[src/rtl/puf_crp_sequencer.sv]
// puf_crp_sequencer: runs one PUF challenge-response transaction.
// It takes a challenge word from the UART receiver and drives it onto the
// PUF challenge bus. It then triggers evaluation, waits a programmable
// settle time and captures the response. Finally it hands the response word
// to the UART transmitter and waits for tx_done.
// Optional build macro PUF_VOTE_EN: the PUF is evaluated NUM_EVAL times and
// each response bit is majority-voted.
module puf_crp_sequencer #(
   parameter int CW         = 16,
   parameter int RW         = 32,
   parameter int SETTLE     = 8,
   parameter int TX_TIMEOUT = 65535,
   parameter int NUM_EVAL   = 5
) (
   input  logic          clk,
   input  logic          rst_n,
   input  logic          rx_done,
   input  logic [CW-1:0] rx_data,
   input  logic          check,
   input  logic          err_clr,
   output logic [CW-1:0] puf_challenge,
   output logic          puf_trig,
   input  logic [RW-1:0] puf_response,
   output logic          tx_start,
   output logic [RW-1:0] tx_data,
   input  logic          tx_done,
   output logic          busy,
   output logic          err_overrun,
   output logic          err_timeout
);

   typedef enum logic [2:0] {
      IDLE,
      LOAD,
      EVAL,
      SEND,
      WAIT_TX
   } state_t;

   localparam int SCW = $clog2(SETTLE + 1);
   localparam int TOW = (TX_TIMEOUT > 0) ? $clog2(TX_TIMEOUT + 1) : 1;
   localparam logic [SCW-1:0] SETTLE_LAST = SCW'(SETTLE - 1);
   localparam logic [TOW-1:0] TO_LAST     = TOW'((TX_TIMEOUT > 0) ? TX_TIMEOUT - 1 : 0);

   state_t state, state_next;

   logic           rx_q, tx_q;
   logic           rx_rise, tx_rise;
   logic           mode_chk;
   logic [SCW-1:0] settle_cnt;
   logic [TOW-1:0] to_cnt;
   logic           settle_done;

   // strobes from the next-state logic to the datapath
   logic           accept;
   logic           load_loop;
   logic           sample;
   logic           timeout_hit;
   logic           trig_next;
   logic           start_next;
   logic           overrun_set;
   logic [RW-1:0]  sample_word;

`ifdef PUF_VOTE_EN
   localparam int VW = $clog2(NUM_EVAL + 1);
   localparam logic [VW-1:0] REP_LAST = VW'(NUM_EVAL - 1);
   localparam logic [VW-1:0] HALF     = VW'(NUM_EVAL / 2);

   logic [VW-1:0] rep_cnt;
   logic          rearm;
   logic          last_rep;
   logic [VW-1:0] vote_cnt [RW];
   logic [VW-1:0] vote_sum [RW];
   logic [RW-1:0] vote_word;

   // running per-bit ones count including the response being sampled now
   always_comb begin
      vote_word = '0;
      for (int unsigned i = 0; i < RW; i++) begin
         vote_sum[i]  = vote_cnt[i] + VW'(puf_response[i]);
         vote_word[i] = (vote_sum[i] > HALF);
      end
   end

   assign last_rep    = (rep_cnt == REP_LAST);
   assign settle_done = (state == EVAL) && !rearm && (settle_cnt == SETTLE_LAST);
   assign sample_word = vote_word;
`else
   assign settle_done = (state == EVAL) && (settle_cnt == SETTLE_LAST);
   assign sample_word = puf_response;
`endif

   // current level against the once-registered level
   assign rx_rise     = rx_done & ~rx_q;
   assign tx_rise     = tx_done & ~tx_q;
   assign overrun_set = rx_rise && (state != IDLE);
   assign busy        = (state != IDLE);

   // state register
   always_ff @(posedge clk or negedge rst_n) begin
      if (!rst_n) state <= IDLE;
      else        state <= state_next;
   end

   // next-state decode and strobes for the registered outputs
   always_comb begin
      state_next  = state;
      accept      = 1'b0;
      load_loop   = 1'b0;
      sample      = 1'b0;
      timeout_hit = 1'b0;
      trig_next   = puf_trig;
      start_next  = 1'b0;
      case (state)
         IDLE: begin
            if (rx_rise) begin
               accept     = 1'b1;
               state_next = LOAD;
            end
         end
         LOAD: begin
            if (mode_chk) begin
               load_loop  = 1'b1;
               state_next = SEND;
            end else begin
               trig_next  = 1'b1;
               state_next = EVAL;
            end
         end
         EVAL: begin
`ifdef PUF_VOTE_EN
            // each repetition ends with one low re-arm cycle, except the
            // last one, which goes straight to SEND
            if (rearm) begin
               trig_next = 1'b1;
            end else if (settle_done) begin
               trig_next = 1'b0;
               if (last_rep) begin
                  sample     = 1'b1;
                  state_next = SEND;
               end
            end
`else
            if (settle_done) begin
               sample     = 1'b1;
               trig_next  = 1'b0;
               state_next = SEND;
            end
`endif
         end
         SEND: begin
            start_next = 1'b1;
            state_next = WAIT_TX;
         end
         WAIT_TX: begin
            if (tx_rise) begin
               state_next = IDLE;
            end else if ((TX_TIMEOUT > 0) && (to_cnt == TO_LAST)) begin
               timeout_hit = 1'b1;
               state_next  = IDLE;
            end
         end
         default: state_next = IDLE;
      endcase
   end

   // edge-detect registers, challenge/response datapath and registered outputs
   always_ff @(posedge clk or negedge rst_n) begin
      if (!rst_n) begin
         rx_q          <= 1'b0;
         tx_q          <= 1'b0;
         mode_chk      <= 1'b0;
         puf_challenge <= '0;
         puf_trig      <= 1'b0;
         tx_start      <= 1'b0;
         tx_data       <= '0;
      end else begin
         rx_q     <= rx_done;
         tx_q     <= tx_done;
         puf_trig <= trig_next;
         tx_start <= start_next;
         if (accept) begin
            puf_challenge <= rx_data;
            mode_chk      <= check;
         end
         if (load_loop)   tx_data <= RW'(puf_challenge);
         else if (sample) tx_data <= sample_word;
      end
   end

   // settle counter: saturates at SETTLE-1 and clears outside an active trigger phase
   always_ff @(posedge clk or negedge rst_n) begin
      if (!rst_n) begin
         settle_cnt <= '0;
`ifdef PUF_VOTE_EN
      end else if (state == EVAL && !rearm) begin
`else
      end else if (state == EVAL) begin
`endif
         if (settle_cnt != SETTLE_LAST) settle_cnt <= settle_cnt + 1'b1;
      end else begin
         settle_cnt <= '0;
      end
   end

   // transmit timeout counter, counting cycles spent in WAIT_TX
   always_ff @(posedge clk or negedge rst_n) begin
      if (!rst_n)                                   to_cnt <= '0;
      else if ((TX_TIMEOUT > 0) && state == WAIT_TX) to_cnt <= to_cnt + 1'b1;
      else                                          to_cnt <= '0;
   end

   // sticky error flags; a set in the same cycle as err_clr wins
   always_ff @(posedge clk or negedge rst_n) begin
      if (!rst_n) begin
         err_overrun <= 1'b0;
         err_timeout <= 1'b0;
      end else begin
         if (overrun_set)  err_overrun <= 1'b1;
         else if (err_clr) err_overrun <= 1'b0;
         if (timeout_hit)  err_timeout <= 1'b1;
         else if (err_clr) err_timeout <= 1'b0;
      end
   end

`ifdef PUF_VOTE_EN
   // repetition counter, re-arm flag and per-bit ones accumulators
   always_ff @(posedge clk or negedge rst_n) begin
      if (!rst_n) begin
         rep_cnt <= '0;
         rearm   <= 1'b0;
         for (int unsigned i = 0; i < RW; i++) vote_cnt[i] <= '0;
      end else if (state == LOAD) begin
         rep_cnt <= '0;
         rearm   <= 1'b0;
         for (int unsigned i = 0; i < RW; i++) vote_cnt[i] <= '0;
      end else if (settle_done) begin
         rep_cnt <= rep_cnt + 1'b1;
         rearm   <= !last_rep;
         for (int unsigned i = 0; i < RW; i++) vote_cnt[i] <= vote_sum[i];
      end else begin
         rearm <= 1'b0;
      end
   end
`endif

endmodule

[config.mk]
export PLATFORM = sky130hd
export DESIGN_NAME = puf_crp_sequencer
export DESIGN_NICKNAME = d
export VERILOG_FILES = /design/src/rtl/puf_crp_sequencer.sv
export SDC_FILE = /design/constraint.sdc
export NUM_CORES = 1
export LEC_CHECK = 0
export ABC_AREA = 1
export BUFFER_PORTS_ARGS = -buffer_cell sky130_fd_sc_hd__buf_2
export CAP_MARGIN = 30
export CORE_ASPECT_RATIO = 0.8
export CORE_MARGIN = 3
export CORE_UTILIZATION = 46
export DETAILED_ROUTE_END_ITERATION = 12
export PLACE_DENSITY = 0.74
export SKIP_LAST_GASP = 1
export SLEW_MARGIN = 20
export SYNTH_ARGS = -nofsm -noshare
export SYNTH_HDL_FRONTEND = slang
export SYNTH_SLANG_ARGS = --single-unit
[constraint.sdc]
create_clock -name clk -period 1.5 [get_ports clk]
set_clock_uncertainty 0.1 [all_clocks]
set_input_delay 0.075 -clock clk [delete_from_list [all_inputs] [get_ports clk]]
set_output_delay 0.075 -clock clk [all_outputs]
set_load 0.01 [all_outputs]
==> results of run 1 <==
[final timing paths]
check                              start  slack (ps)          endpoint
setup / recovery           settle_cnt[1]        -100        tx_data[6]
hold / removal                     rst_n          90       tx_data[31]
setup reg to reg           settle_cnt[1]        -100        tx_data[6]
hold reg to reg              tx_data[21]         370       tx_data[21]
max in group asynchronous          rst_n         670  puf_challenge[9]
min in group clk                 rx_done         270              rx_q
[power by group]
group | leakage [nW] | switching (mW) | total, mW | internal, mW
sequential | 1.02 | 0.558 | 3.35 | 2.79
clock | 0.0776 | 0.774 | 1.42 | 0.642
combinational | 1.61 | 1.66 | 2.97 | 1.31
[metal layers]
| layer | up-vias | GRT usage [%] | part of all wire (%) |
|---|---|---|---|
| li1 | 1608 | - | - |
| met1 | 1557 | 26.9 | 41 |
| met2 | 129 | 35.6 | 48 |
| met3 | 49 | 6.05 | 5.3 |
| met4 | 0 | 12.3 | 5.1 |
| met5 | - | 0 | 0 |
[layout by cell type (no fill, tap or decap), drive strengths merged]
cell | netlist | routed
a21oi | 6 | 6
a22o | 2 | 2
a31oi | 1 | 1
and2 | 1 | 1
buf | 9 | 126
clkbuf | 1 | 13
clkinv | 0 | 1
clkinvlp | 0 | 4
dfrtp | 78 | 78
dlygate4sd3 | 0 | 53
ha | 3 | 3
inv | 40 | 40
nand2 | 151 | 151
nand3 | 27 | 27
nand3b | 1 | 1
nand4 | 2 | 2
nor2 | 39 | 39
nor3 | 3 | 3
o21ai | 29 | 29
o21bai | 3 | 3
o31ai | 1 | 1
xor2 | 1 | 1
[kinds of logic after synthesis]
group / count (synthesis) / share of synthesized area [%]
AOI/OAI and AO/OA: 42 / 6.70
xor gates and xnor gates: 1 / 0.256
adders and majority gates: 3 / 1.10
buffers and inverters: 50 / 6.88
DFF: 78 / 57.1
and+or+nand+nor: 224 / 27.9
[state kept, by name (all words and copies together), names as in the netlist, 3 cells and up]
register       count
settle_cnt         4
to_cnt            16
tx_data           32
state              3
puf_challenge     16
[repair_timing]
action	CTS	global route
pin swaps	1	7
endpoints found under the setup margin	15	42
cloned	0	2
setup buffers	1	4
resized for setup	2	55
hold buffers	53	0
endpoints found under the hold margin	131	0
[critical path: cells and delay by family, from the launching register on]
kind          cells  cell delay [ps]
flops             1              410
simple gates      5              650
buf+inv           1              180
fa+ha+maj         1              200
[layout make-up]
class / instances / area (sq um) / area share, %
Timing Repair Buffer: 181 / 1310 / 25.7
Clock buffer: 11 / 141 / 2.77
Sequential cell: 78 / 1950 / 38.4
Clock inverter: 5 / 35.0 / 0.687
Tap cell: 87 / 109 / 2.14
Inverter: 40 / 153 / 3.00
Multi-Input combinational cell: 270 / 1400 / 27.4
[Yosys cell counts]
cell                       instances
sky130_fd_sc_hd__o21ai_0          29
sky130_fd_sc_hd__clkbuf_1          1
sky130_fd_sc_hd__buf_4             1
sky130_fd_sc_hd__dfrtp_1          78
sky130_fd_sc_hd__inv_4             1
sky130_fd_sc_hd__nor2_8            2
sky130_fd_sc_hd__nand4_1           2
sky130_fd_sc_hd__nor3_1            3
sky130_fd_sc_hd__buf_2             3
sky130_fd_sc_hd__nand3_2           2
sky130_fd_sc_hd__inv_1            37
sky130_fd_sc_hd__and2_1            1
sky130_fd_sc_hd__xor2_1            1
sky130_fd_sc_hd__nor2_1           35
sky130_fd_sc_hd__nand2_1         150
sky130_fd_sc_hd__o21bai_1          3
sky130_fd_sc_hd__buf_6             5
sky130_fd_sc_hd__nand3_1          25
sky130_fd_sc_hd__nand3b_1          1
sky130_fd_sc_hd__a22o_1            2
sky130_fd_sc_hd__o31ai_1           1
sky130_fd_sc_hd__a31oi_1           1
sky130_fd_sc_hd__nor2_4            2
sky130_fd_sc_hd__ha_1              3
sky130_fd_sc_hd__nand2_4           1
sky130_fd_sc_hd__inv_2             2
sky130_fd_sc_hd__a21oi_1           6
[metrics by stage]
stage	utilization (%)	instance area (sq um)
finish	72.2	5100
global route	72.2	5100
CTS	68.6	4840
detailed placement	58.4	4130
global placement	58.4	4130
floorplan	-	3420
==> impl_metrics.py, run 1 <==
metrics = {
    "outcome": {
        "outcome": "finished, violations left",
        "failed_checks": "setup timing",
    },
    "clock_tree": {
        "max_clock_buf_depth": 2,
        "cts_buffers": 9,
        "cts_tree": "built",
        "cts.root.buffer_cell": "sky130_fd_sc_hd__clkbuf_8",
        "cts.sink_count": 78,
        "clk_pin_slew_worst_paths_ps": 70,
        "cts.htree.levels": 3,
        "later_pin_clock_latency_in_the_skew_report_ps": 360,
    },
    "grt": {
        "pin_count_of_the_biggest_net_entering_global_routing": 35,
        "grt_antenna_before_repair": 0,
        "wire_length_of_the_first_global_routing_pass_mm": 14.9,
        "via_count_of_the_first_global_routing_pass": 3344,
        "grt_use_total_pct": 22.2,
        "grt.overflow.total": 0,
    },
    "worst_setup_path": {
        "crit_path_top_delay_cell": "sky130_fd_sc_hd__dfrtp_1",
        "crit_top_cell": "sky130_fd_sc_hd__nor2_8",
        "reg2regPathDepth": 7,
        "worst_ep_arrival_time_ps": 1790,
        "cp_max_fo": 8,
        "path_class": "flip-flop to flip-flop",
        "crit_path_max_incr_delay_ps": 410,
        "critical_path.endpoint_type": "flip-flop",
        "sequence_of_cells_on_the_critical_path": "ha_2 -> nand3b_1 -> nor2_8 -> nor2_8 -> buf_6 -> nand2_1 -> nand3_1",
        "worst-endpoint-required_ps": 1690,
        "worstSetupStartpointType": "flip-flop",
    },
    "detailed_routing": {
        "drt_iter0_markers": 178,
        "detailroute.via_count": 3343,
        "drt_antenna_net_count": 0,
        "vias_per_cell": 4.97,
        "drcViolationCount": 0,
        "route.final.wire_length_mm": 9.91,
        "routedWlPerCell_microns": 14.7,
        "drtPass1Iterations": 4,
    },
    "yosys": {
        "ys_seq_elements": 78,
        "synth_top_area_share_pct": 57.1,
        "synth_area_leaders": "sky130_fd_sc_hd__dfrtp_1 57%, sky130_fd_sc_hd__nand2_1 16%, sky130_fd_sc_hd__o21ai_0 4.2%",
        "synth_largest_area_cell": "sky130_fd_sc_hd__dfrtp_1",
        "synth_cells": 398,
        "synthesis_warning_total": 0,
        "synth.avg_cell_area_sq_um": 8.59,
        "ys_seq_area_share_pct": 57.1,
        "mappedNetlistNets": 455,
        "synth.cell_area_sq_mm": 0.00342,
        "synth_cell_types": 27,
    },
    "timing": {
        "timing.max_slew.rel_slack_pct": 72.0,
        "timing.final.ws_setup_ps": -95.8,
        "report.final.hold_viol_count": 0,
        "rsz0062_at_grt": "true",
        "final.hold.worst_slack_ps": 90.2,
        "tightestPinTransition_ps": 420,
        "number_of_max_slew_violations_in_the_final_report": 0,
        "fin_tns_setup_ps": -900,
        "final.period_utilization_pct": 106,
        "max_freq_ghz": 0.627,
        "finalCriticalPeriod_ps": 1600,
        "setup_viol": 32,
    },
    "power": {
        "p_leak_nw": 2.71,
        "vdd_drop_max_uv": 930,
        "power_density_mw_per_mm2": 1520,
        "fin_total_pwr_mw": 7.74,
    },
    "place": {
        "place_ws_ps": -15.2,
        "globalplace.congestion": 0.871,
        "numPlacedInstances": 596,
        "dpl.hpwl_mm": 5.67,
        "io_buffers": 106,
    },
    "hold_path": {
        "min_path_type": "input port to asynchronous set/reset pin",
    },
    "layout": {
        "nets": 637,
        "area_growth_syn_to_layout_pct": 49.1,
        "n_fill_cell": 483,
        "drive_gt1_share_pct": 34.2,
        "final_non_filler_cells": 672,
        "antenna_cells": 0,
    },
    "floorplanning": {
        "fp-row-count": 27,
        "start_util_pct": 48.4,
        "design.die.area_sq_mm": 0.00851,
        "core_sq_mm": 0.00706,
        "top_level_ports": 107,
        "dieWidth_microns": 102,
        "floorplan.die.height_microns": 83.1,
    },
    "job": {
        "maxCapViolCount": 0,
    },
}
Note: power is estimated with default switching activity, not from simulation.
==> run 2: changes to the inputs <==
--- a/config.mk
+++ b/config.mk
@@ -8,7 +8,7 @@
 export ABC_AREA = 1
 export BUFFER_PORTS_ARGS = -buffer_cell sky130_fd_sc_hd__buf_2
 export CAP_MARGIN = 30
-export CORE_ASPECT_RATIO = 0.8
+export CORE_ASPECT_RATIO = 1.5
 export CORE_MARGIN = 3
 export CORE_UTILIZATION = 46
 export DETAILED_ROUTE_END_ITERATION = 12
==> run 2 against run 1 <==
Largest power group unchanged. Setup slack better by 45 ps. Non-clock buffer count increased by 1. Final area increased by 2.3%. Critical path depth is the same. Die area grew 0.17%. Flip-flop and latch count is the same. The run still ends with setup timing left. Maximum frequency up 2.9%. Register-to-register slack gained 50 ps. Total power grew 2.4%.
==> impl_metrics.py, run 2 (synthesis results as in run 1) <==
metrics = {
    "place": {
        "globalplace.congestion": 0.893,
        "numPlacedInstances": 605,
        "dpl.hpwl_mm": 5.83,
        "placed_cell_area_sq_mm": 0.00414,
        "place_ws_ps": -29.5,
        "io_buffers": 106,
    },
    "floorplanning": {
        "start_util_pct": 48.6,
        "floorplan.die.height_microns": 112,
        "top_level_ports": 107,
        "core_sq_mm": 0.00704,
        "fp-row-count": 37,
        "dieWidth_microns": 76.4,
        "design.die.area_sq_mm": 0.00852,
    },
    "timing": {
        "number_of_max_slew_violations_in_the_final_report": 0,
        "fin_tns_setup_ps": -515,
        "max_freq_ghz": 0.645,
        "rsz0062_at_grt": "true",
        "finalCriticalPeriod_ps": 1550,
        "report.final.hold_viol_count": 0,
        "tightestPinTransition_ps": 490,
        "timing.final.ws_setup_ps": -50.5,
        "final.period_utilization_pct": 103,
        "timing.max_slew.rel_slack_pct": 67.3,
        "setup_viol": 26,
        "final.hold.worst_slack_ps": 131,
    },
    "worst_setup_path": {
        "cp_max_fo": 6,
        "path_delay_family": "simple AND/OR/NAND/NOR gates",
        "crit_path_top_delay_cell": "sky130_fd_sc_hd__dfrtp_1",
        "worst-endpoint-required_ps": 1640,
        "path_class": "flip-flop to flip-flop",
        "worst_ep_arrival_time_ps": 1690,
        "sequence_of_cells_on_the_critical_path": "ha_4 -> nand3b_1 -> nor2_8 -> nor2_8 -> clkbuf_16 -> nand2_4 -> nand3_2",
        "crit_top_cell": "sky130_fd_sc_hd__nor2_8",
        "crit_path_max_incr_delay_ps": 400,
        "worstSetupStartpointType": "flip-flop",
        "worstPathBufferInverterCount": 1,
        "critical_path.endpoint_type": "flip-flop",
    },
    "layout": {
        "area_growth_syn_to_layout_pct": 52.6,
        "finish.utilization_pct": 74.1,
        "reg.largest.list": "tx_data: 32 flops, puf_challenge: 16 flops, to_cnt: 16 flops",
        "layout.cell_area.non_filler_sq_mm": 0.00521,
        "mostFrequentLayoutCells": "114 x sky130_fd_sc_hd__nand2_1, 105 x sky130_fd_sc_hd__buf_2, 77 x sky130_fd_sc_hd__dfrtp_1",
        "final_common_cell": "sky130_fd_sc_hd__nand2_1",
        "final_non_filler_cells": 681,
        "regArea_sq_mm": 0.00195,
        "drive_gt1_share_pct": 35.2,
        "multi_input_comb_area_sq_mm": 0.00145,
        "n_fill_cell": 496,
        "largest_register": "tx_data",
        "nets": 638,
        "largest_reg_flops": 32,
    },
    "power": {
        "vdd_drop_max_uv": 998,
        "switching_part_of_the_total_power_pct": 37.2,
        "power_density_mw_per_mm2": 1520,
        "internal_power_mw": 4.97,
        "sequentialPowerShare_pct": 42.9,
        "power.net_switching_mw": 2.95,
        "p_leak_nw": 2.75,
        "fin_total_pwr_mw": 7.92,
        "power.share.combinational_pct": 38.3,
        "power_frac_clock_pct": 18.8,
    },
    "detailed_routing": {
        "route.final.wire_length_mm": 9.61,
        "drt_antenna_net_count": 0,
        "vias_per_cell": 4.93,
        "drcViolationCount": 0,
        "drt_iter0_markers": 241,
        "detailroute.via_count": 3354,
        "drtPass1Iterations": 4,
        "routedWlPerCell_microns": 14.1,
    },
    "hold_path": {
        "min_path_type": "input port to asynchronous set/reset pin",
    },
    "clock_tree": {
        "cts.root.buffer_cell": "sky130_fd_sc_hd__clkbuf_8",
        "cts_buffers": 9,
        "max_clock_buf_depth": 2,
        "cts.htree.levels": 3,
        "later_pin_clock_latency_in_the_skew_report_ps": 360,
        "clk_pin_slew_worst_paths_ps": 70,
        "cts_tree": "built",
        "cts.sink_count": 78,
    },
    "grt": {
        "pin_count_of_the_biggest_net_entering_global_routing": 37,
        "wire_length_of_the_first_global_routing_pass_mm": 15.1,
        "grt.overflow.total": 0,
        "grt_use_total_pct": 22.5,
        "via_count_of_the_first_global_routing_pass": 3358,
        "grt_antenna_before_repair": 0,
    },
    "outcome": {
        "outcome": "finished, violations left",
        "failed_checks": "setup timing",
    },
    "job": {
        "maxCapViolCount": 0,
    },
}
-- run 2: changes by cell type in the layout (fill, tap and decap cells not counted), sizes merged --
cell	change
clkinvlp	-4
bufinv	+1
clkbuf	+1
diode	+1
-- run 2: layer usage --
| layer | wire length (microns) | track usage, % | vias up |
|---|---|---|---|
| met5 | 0 | 0 | - |
| met4 | 623 | 18.4 | 0 |
| met3 | 384 | 4.77 | 51 |
| met2 | 5090 | 38.9 | 122 |
| met1 | 3510 | 23.1 | 1572 |
| li1 | - | - | 1609 |
-- run 2: path summary, 6_finish.rpt --
path	from	end	slack, ps	cells past startpoint
worst max-delay path	settle_cnt[0]	tx_data[11]	-50	7
worst min-delay path	rst_n	mode_chk	130	2
worst max register to register	settle_cnt[0]	tx_data[11]	-50	7
worst min register to register	tx_data[28]	tx_data[28]	390	2
max in group asynchronous	rst_n	tx_data[5]	660	3
min in group clk	rx_done	rx_q	280	2
-- run 2: timing repair --
action | 4_1_cts | 5_1_grt
buffers inserted | 0 | 5
endpoints found under the hold margin | 131 | 0
endpoints found under the setup margin | 8 | 46
pin swaps | 1 | 6
hold buffers | 53 | 0
gates resized for setup | 2 | 72
gates cloned | 0 | 4
-- run 2: final cells by class --
cell class	count	share of cell area, %
Clock inverter	2	0.672
Clock buffer	11	2.71
Sequential cell	78	37.5
Antenna cell	1	0.0480
Timing Repair Buffer	182	26.0
Multi-Input combinational cell	270	27.8
Inverter	40	2.93
Tap cell	97	2.33
-- run 2: power groups by stage --
stage	Combinational (mW)	Sequential (mW)	Clock [mW]
after CTS	2.56	3.26	1.52
after global placement	2.37	3.27	0
after detailed placement	2.45	3.29	0
final	3.03	3.40	1.49
after global routing	3.34	3.49	1.60
after floorplan	1.06	3.53	0
-- run 2: worst register-to-register path, stage by stage (launching register included) --
cell	delay, ps
sky130_fd_sc_hd__dfrtp_1	400
sky130_fd_sc_hd__ha_4	160
sky130_fd_sc_hd__nand3b_1	170
sky130_fd_sc_hd__nor2_8	240
sky130_fd_sc_hd__nor2_8	80
sky130_fd_sc_hd__clkbuf_16	180
sky130_fd_sc_hd__nand2_4	60
sky130_fd_sc_hd__nand3_2	50
==> run 3: changes to the inputs <==
--- a/config.mk
+++ b/config.mk
@@ -10,9 +10,9 @@
 export CAP_MARGIN = 30
 export CORE_ASPECT_RATIO = 1.5
 export CORE_MARGIN = 3
-export CORE_UTILIZATION = 46
+export CORE_UTILIZATION = 55
 export DETAILED_ROUTE_END_ITERATION = 12
-export PLACE_DENSITY = 0.74
+export PLACE_DENSITY = 0.83
 export SKIP_LAST_GASP = 1
 export SLEW_MARGIN = 20
 export SYNTH_ARGS = -nofsm -noshare
==> constraint.sdc (replaced) <==
create_clock -name clk -period 1.8 [get_ports clk]
set_clock_uncertainty 0.1 [all_clocks]
set_input_delay 0.09 -clock clk [delete_from_list [all_inputs] [get_ports clk]]
set_output_delay 0.09 -clock clk [all_outputs]
set_load 0.01 [all_outputs]
==> run 3 against run 2 <==
Sequential power down 19%. Cell count down 6.2%. Critical path depth down 1. Final area down 9.7%. The run now ends clean. Flip-flop and latch count unchanged. Combinational power down 32%. Largest cell class unchanged. Die area down 15%. Hold slack better by 59 ps. Global-route usage up 5.6 points. Via count down 1.3%. Wire length up 0.88%.
==> impl_metrics.py, run 3 (synthesis results as in run 1) <==
metrics = {
    "detailed_routing": {
        "drtPass1Iterations": 5,
        "vias_per_cell": 5.18,
        "routedWlPerCell_microns": 15.2,
        "drt_iter0_markers": 219,
        "detailroute.via_count": 3312,
        "drcViolationCount": 0,
        "drt_antenna_net_count": 0,
        "route.final.wire_length_mm": 9.69,
    },
    "timing": {
        "final.period_utilization_pct": 92.8,
        "setup_viol": 0,
        "report.final.hold_viol_count": 0,
        "rsz0062_at_grt": "false",
        "timing.max_slew.rel_slack_pct": 62.8,
        "max_freq_ghz": 0.598,
        "number_of_max_slew_violations_in_the_final_report": 0,
        "fin_tns_setup_ps": 0,
        "finalCriticalPeriod_ps": 1670,
        "tightestPinTransition_ps": 557,
    },
    "worst_setup_path": {
        "worstSetupStartpointType": "flip-flop",
        "critical_path.endpoint_type": "flip-flop",
        "worst_ep_arrival_time_ps": 1860,
        "path_class": "flip-flop to flip-flop",
        "worst-endpoint-required_ps": 1980,
        "cp_max_fo": 32,
    },
    "place": {
        "io_buffers": 106,
        "placed_cell_area_sq_mm": 0.00402,
        "globalplace.congestion": 0.929,
        "dpl.hpwl_mm": 5.65,
        "numPlacedInstances": 571,
    },
    "power": {
        "sequentialPowerShare_pct": 46.7,
        "power.share.combinational_pct": 34.9,
        "p_leak_nw": 2.56,
        "power_frac_clock_pct": 18.4,
        "power_density_mw_per_mm2": 1260,
        "internal_power_mw": 3.65,
        "switching_part_of_the_total_power_pct": 38.6,
        "vdd_drop_max_uv": 917,
        "power.net_switching_mw": 2.29,
    },
    "layout": {
        "reg.largest.list": "tx_data: 32 flops, puf_challenge: 16 flops, to_cnt: 16 flops",
        "largest_reg_flops": 32,
        "layout.cell_area.non_filler_sq_mm": 0.00471,
        "multi_input_comb_area_sq_mm": 0.00123,
        "final_common_cell": "sky130_fd_sc_hd__nand2_1",
        "nets": 620,
        "regArea_sq_mm": 0.00195,
        "drive_gt1_share_pct": 23.8,
        "area_growth_syn_to_layout_pct": 37.7,
        "largest_register": "tx_data",
        "mostFrequentLayoutCells": "150 x sky130_fd_sc_hd__nand2_1, 105 x sky130_fd_sc_hd__buf_2, 78 x sky130_fd_sc_hd__dfrtp_1",
        "final_non_filler_cells": 639,
        "n_fill_cell": 342,
        "antenna_cells": 0,
        "finish.utilization_pct": 79.6,
    },
    "grt": {
        "pin_count_of_the_biggest_net_entering_global_routing": 44,
        "grt_antenna_before_repair": 0,
        "wire_length_of_the_first_global_routing_pass_mm": 15.7,
        "grt_use_total_pct": 28.1,
        "grt.overflow.total": 0,
        "via_count_of_the_first_global_routing_pass": 3469,
    },
    "floorplanning": {
        "fp-row-count": 34,
        "design.die.area_sq_mm": 0.00721,
        "top_level_ports": 107,
        "core_sq_mm": 0.00591,
        "dieWidth_microns": 70.4,
        "start_util_pct": 57.8,
        "floorplan.die.height_microns": 103,
    },
    "clock_tree": {
        "clk_pin_slew_worst_paths_ps": 80,
        "cts.sink_count": 78,
        "later_pin_clock_latency_in_the_skew_report_ps": 340,
        "cts_buffers": 9,
        "cts_setup_buffers": 0,
        "cts.htree.levels": 3,
        "cts_tree": "built",
        "max_clock_buf_depth": 2,
        "cts.root.buffer_cell": "sky130_fd_sc_hd__clkbuf_8",
    },
    "job": {
        "maxCapViolCount": 0,
    },
    "hold_path": {
        "min_path_type": "input port to asynchronous set/reset pin",
    },
    "outcome": {
        "outcome": "finished, final reports clean",
    },
}
-- run 3: cell count changes in the layout (fill, tap and decap cells not counted), moves of 3 or more --
| cell | before | now |
|---|---|---|
| sky130_fd_sc_hd__nand2_2 | 24 | 0 |
| sky130_fd_sc_hd__o21ai_1 | 3 | 0 |
| sky130_fd_sc_hd__nand3_1 | 16 | 25 |
| sky130_fd_sc_hd__buf_6 | 3 | 0 |
| sky130_fd_sc_hd__o21ai_0 | 26 | 29 |
| sky130_fd_sc_hd__nand3_2 | 11 | 2 |
| sky130_fd_sc_hd__clkinv_2 | 1 | 4 |
| sky130_fd_sc_hd__clkbuf_16 | 3 | 0 |
| sky130_fd_sc_hd__nor2_1 | 31 | 35 |
| sky130_fd_sc_hd__nand2_1 | 114 | 150 |
| sky130_fd_sc_hd__nand2_4 | 13 | 1 |
| sky130_fd_sc_hd__nor2_2 | 4 | 0 |
| sky130_fd_sc_hd__buf_4 | 13 | 4 |
-- run 3: through the flow --
| stage | power, mW | hold slack (ps) | worst slack [ps] |
|---|---|---|---|
| after global routing | 6.32 | 232 | 2.44 |
| after CTS | 5.86 | 216 | 119 |
| after global placement | 4.59 | 10.4 | 229 |
| final | 5.93 | 190 | 129 |
| after detailed placement | 4.68 | 16.3 | 135 |
| after floorplan | 3.82 | -306 | 344 |
-- run 3: final cells by class --
type	count	area share, %
clock inverters	5	0.585
flip-flops and latches	78	41.5
multi-input cells	270	26.1
well taps	72	1.91
clock buffers	10	2.71
inverters	40	3.24
repair buffers	164	23.9
-- run 3: path summary, 6_finish.rpt --
path / start / end / slack [ps] / cells past startpoint
worst max register to register: settle_cnt[0] / tx_data[8] / 130 / 6
worst min register to register: tx_data[28] / tx_data[28] / 370 / 2
max in group asynchronous: rst_n / to_cnt[10] / 820 / 3
worst max-delay path: settle_cnt[0] / tx_data[8] / 130 / 6
worst min-delay path: rst_n / to_cnt[4] / 190 / 2
min in group clk: tx_done / tx_q / 330 / 2
-- run 3: timing repair --
| action | 4_1_cts | 5_1_grt |
|---|---|---|
| hold buffers | 53 | 0 |
| gates resized for setup | 0 | 0 |
| endpoints found under the hold margin | 95 | 0 |
-- run 3: critical path: stages, from the launching register on --
cell and delay, ps:
sky130_fd_sc_hd__dfrtp_1 410, sky130_fd_sc_hd__ha_1 250, sky130_fd_sc_hd__nand3b_1 200, sky130_fd_sc_hd__nor2_8 80, sky130_fd_sc_hd__nor2_8 340, sky130_fd_sc_hd__nand2_1 120, sky130_fd_sc_hd__nand3_1 100
-- run 3: power groups by stage --
stage	Clock, mW	Sequential (mW)	Combinational, mW
floorplan	0	2.94	0.880
global placement	0	2.74	1.85
detailed placement	0	2.75	1.93
CTS	1.10	2.73	2.02
global route	1.20	2.83	2.29
finish	1.09	2.77	2.07
-- run 3: metal layers --
layer | vias up | wire length (microns) | global-route usage (%)
li1 | 1571 | - | -
met1 | 1563 | 3550 | 31.2
met2 | 141 | 5160 | 49.5
met3 | 37 | 590 | 6.54
met4 | 0 | 400 | 16.1
met5 | - | 0 | 0
